[src/rtl/piso_bit_serializer.sv]
// Parallel-in/serial-out front end: takes a WIDTH-bit word over valid/ready and
// shifts it out one bit per clock, streaming back-to-back words without a gap.
module piso_bit_serializer #(
    parameter int unsigned WIDTH     = 8,
    parameter int unsigned MSB_FIRST = 1,
    parameter logic        IDLE_BIT  = 1'b0
) (
    input  logic             clk,
    input  logic             rst,
    input  logic [WIDTH-1:0] din,
    input  logic             din_valid,
    output logic             din_ready,
    output logic             x_out,
    output logic             x_valid,
    output logic             frame_start,
    output logic             busy
);
    localparam int unsigned CW = $clog2(WIDTH);
    localparam logic [CW-1:0] LAST = CW'(WIDTH - 1);

    typedef enum logic {
        IDLE,
        SHIFT
    } state_t;

    state_t           state_q, state_d;
    logic [CW-1:0]    cnt_q, cnt_d;
    logic [WIDTH-1:0] shreg_q, shreg_d;
    logic             x_out_q, x_out_d;
    logic             x_valid_q, x_valid_d;
    logic             frame_start_q, frame_start_d;
    logic             busy_q, busy_d;
    logic             xfer;

    assign din_ready = (state_q == IDLE) || ((state_q == SHIFT) && (cnt_q == LAST));
    assign xfer      = din_valid && din_ready;

    always_comb begin
        state_d       = state_q;
        cnt_d         = cnt_q;
        shreg_d       = shreg_q;
        x_out_d       = IDLE_BIT;
        x_valid_d     = 1'b0;
        frame_start_d = 1'b0;
        busy_d        = 1'b0;
        case (state_q)
            IDLE: begin
                if (xfer) begin
                    state_d = SHIFT;
                    shreg_d = din;
                    cnt_d   = '0;
                end
            end
            SHIFT: begin
                // Outputs are registered one edge behind the load, giving the 1-clk latency.
                x_out_d       = (MSB_FIRST != 0) ? shreg_q[WIDTH-1] : shreg_q[0];
                x_valid_d     = 1'b1;
                busy_d        = 1'b1;
                frame_start_d = (cnt_q == '0);
                if (cnt_q == LAST) begin
                    if (xfer) begin
                        shreg_d = din;
                        cnt_d   = '0;
                    end else begin
                        state_d = IDLE;
                    end
                end else begin
                    shreg_d = (MSB_FIRST != 0) ? {shreg_q[WIDTH-2:0], 1'b0}
                                               : {1'b0, shreg_q[WIDTH-1:1]};
                    cnt_d   = cnt_q + CW'(1);
                end
            end
            default: state_d = IDLE;
        endcase
    end

    always_ff @(posedge clk or negedge rst) begin
        if (!rst) begin
            state_q       <= IDLE;
            cnt_q         <= '0;
            shreg_q       <= '0;
            x_out_q       <= IDLE_BIT;
            x_valid_q     <= 1'b0;
            frame_start_q <= 1'b0;
            busy_q        <= 1'b0;
        end else begin
            state_q       <= state_d;
            cnt_q         <= cnt_d;
            shreg_q       <= shreg_d;
            x_out_q       <= x_out_d;
            x_valid_q     <= x_valid_d;
            frame_start_q <= frame_start_d;
            busy_q        <= busy_d;
        end
    end

    assign x_out       = x_out_q;
    assign x_valid     = x_valid_q;
    assign frame_start = frame_start_q;
    assign busy        = busy_q;
endmodule

[config.mk]
export PLATFORM = sky130hd
export DESIGN_NAME = piso_bit_serializer
export DESIGN_NICKNAME = d
export VERILOG_FILES = /design/src/rtl/piso_bit_serializer.sv
export SDC_FILE = /design/constraint.sdc
export NUM_CORES = 1
export LEC_CHECK = 0
export BUFFER_PORTS_ARGS = -buffer_cell sky130_fd_sc_hd__buf_2
export CORE_MARGIN = 8
export CORE_UTILIZATION = 54
export CTS_BUF_LIST = sky130_fd_sc_hd__clkbuf_4
export DETAILED_ROUTE_END_ITERATION = 6
export GPL_TIMING_DRIVEN = 1
export PLACE_DENSITY = 0.84
export SYNTH_ARGS = -nofsm -noshare
export SYNTH_HDL_FRONTEND = slang
export SYNTH_SLANG_ARGS = --single-unit
[constraint.sdc]
create_clock -name clk -period 1.65 [get_ports clk]
set_input_delay 0.33 -clock clk [delete_from_list [all_inputs] [get_ports clk]]
set_output_delay 0.33 -clock clk [all_outputs]
set_load 0.005 [all_outputs]
==> metrics.cfg <==
[route]
drt_iter0_markers = 4
via_count = 443
first_pass_iters = 3
antenna_left = 0
routed_via_density = 5.15
avgRoutedWirePerCell_um = 15.1
routed_wl_um = 1300
drc = 0

[synthesis]
ys_ff_latch = 15
synth_area_leaders = dfrtp_1, mux2_4, mux2_2
avgSynthCellArea_um2 = 14.9
syn_area_um2 = 743
synth_ff_type = dfrtp_1
synth_edf_count = 0
ys_seq_area_frac = 0.505
async_flop_share = 1.00
ys_warn_count = 0
yosysTopAreaCellShare = 0.505
synth_nets = 64
ys_types = 13
synthTopCellsByCount = dfrtp_1, mux2_4, mux2_2, ha_1, nand2b_1
yosys.area.top_type = dfrtp_1
synth_most_common_cell = dfrtp_1
syn_inst = 50

[global_route]
grt_pass1_wl_um = 2230
grt_antenna_before_repair = 0
grt_max_degree = 16
track_usage = 0.106
grt_pass1_vias = 487
grt-ovfl-total = 0

[critical_path]
critPathRequiredTime_ns = 1.32
path_class = register to output pin
path_max_fanout = 2
worst_path_most_repeated_cell = ha_2
critical_path.startpoint_type = register
crit_chain = ha_2, ha_2, nand2b_4, buf_6
path_buf_inv = 1
slowest_delay_ns = 0.40
startpoint = cnt_q[1]$_DFF_PN0_
endpoint_kind = output pin
cp.arrival_ns = 1.28
cp_slowest_cell = dfrtp_1
reg2reg_from = cnt_q[1]$_DFF_PN0_
crit_family = flip-flops

[power_and_ir_drop]
worst_ir_drop_vdd_uv = 881
p_per_area_mw_per_mm2 = 1640
power.leakage_nw = 0.461
power_mw = 1.47

[cts]
cts_buffers = 3
htreeDepth = 1
clk_path_buf_depth = 2
cts.sinks = 15
cts_root_buffer = clkbuf_4
clock_latency_ns = 0.27
path_clk_slew_ns = 0.08
cts_tree = done

[hold_path]
min_from = din[0]
hp-class = input port to register

[timing]
timing.final.hold_violations = 0
timing_worst_slew_pin_value_ns = 0.335
rsz0062_at_grt = yes
setup_viol = 0
fin_crit_sh = 0.975
slew_violations = 0
relSlewSlack = 0.777
max_freq_mhz = 622
skew_ns = 0.00175
finalCriticalPeriod_ns = 1.61

[floorplanning]
die_w_um = 53.1
ioPinCount = 16
die_h_um = 53.1
die_area_mm2 = 0.00282
fp-row-count = 13
design.core.area_mm2 = 0.00130
start_util = 0.571

[place]
io_buffers = 15
dp_hpwl_um = 882
gp_congestion = 0.654

[layout]
utilization = 0.688
area_growth_syn_to_layout_pct = 20.5
drive_gt1_frac = 0.606
diodes = 0
final_nets = 86

[outcome]
status = finished, final reports clean

[run]
cap_violations = 0

final cells by class:
| cell class | instances | area [um^2] |
|---|---|---|
| fill | 94 | 405 |
| sequential | 15 | 375 |
| multi-input combinational | 30 | 343 |
| timing repair buffer | 20 | 121 |
| tap | 15 | 18.8 |
| clock buffer | 4 | 30.0 |
| inverter | 2 | 7.51 |
stage by stage:
stage	TNS [ns]	hold slack (ns)	instances	area, um^2	setup WS, ns
after global placement	0	0.244	78	815	0.113
final	0	0.388	86	896	0.0411
after global routing	-0.00843	0.391	86	896	-0.00843
after floorplan	0	0.0344	50	743	0.139
after CTS	-0.0472	0.385	86	900	-0.0472
after detailed placement	0	0.252	78	815	0.0922
kinds of logic after synthesis:
group | share of synthesized area
fa+ha+maj | 0.0505
buf+inv | 0.0505
simple gates | 0.0724
mux | 0.322
flops | 0.505
sequential cells by signal, summed over array words and instances, names as in the netlist:
signal,count
busy,1
cnt_q,3
x_out,1
state_q,1
frame_start,1
shreg_q,8
cell usage in the layout (no fill, tap or decap), types with 2 or more instances in the layout:
cell type / count
buf_4: 4
mux2_4: 10
mux2_2: 7
nand2b_1: 2
inv_1: 2
dfrtp_1: 15
buf_2: 14
ha_2: 2
and2_1: 2
and2b_1: 2
clkbuf_4: 4
repair_timing:
item | in CTS | in global routing
endpoints found under the setup margin | 1 | 2
hold endpoints to repair | 15 | 0
hold buffers | 1 | 0
pin swaps | 1 | 1
cloned | 0 | 0
gates resized for setup | 5 | 0
buffers inserted | 3 | 1
worst reg2reg max path, delay by kind of cell (launching register included):
kind	cells	cell delay, ns
DFF	1	0.38
muxes	1	0.36
adders and majority gates	2	0.33
buffers and inverters	1	0.22
and+or+nand+nor	1	0.13
path summary, 6_finish.rpt:
| check | endpoint | slack (ns) | cells after the start |
|---|---|---|---|
| worst max register to register | cnt_q[2]$_DFF_PN0_ | 0.12 | 5 |
| max in group asynchronous | shreg_q[6]$_DFF_PN0_ | 0.92 | 2 |
| worst min register to register | frame_start$_DFF_PN0_ | 0.47 | 1 |
| worst min-delay path | shreg_q[0]$_DFF_PN0_ | 0.39 | 3 |
| worst max-delay path | din_ready | 0.04 | 4 |
| min in group asynchronous | busy$_DFF_PN0_ | 0.48 | 2 |
power by group:
part | leakage, nW | total [mW] | internal, mW | switching, mW
logic | 0.256 | 0.651 | 0.416 | 0.235
registers | 0.187 | 0.598 | 0.515 | 0.0823
clock network | 0.0184 | 0.219 | 0.110 | 0.109
metal layers:
layer,track usage,part of all wire
met5,0,0
met3,0.0308,0.084
met1,0.138,0.42
met2,0.156,0.49
met4,0.0504,0.0046
No activity file was read; power rests on OpenSTA's default activity.
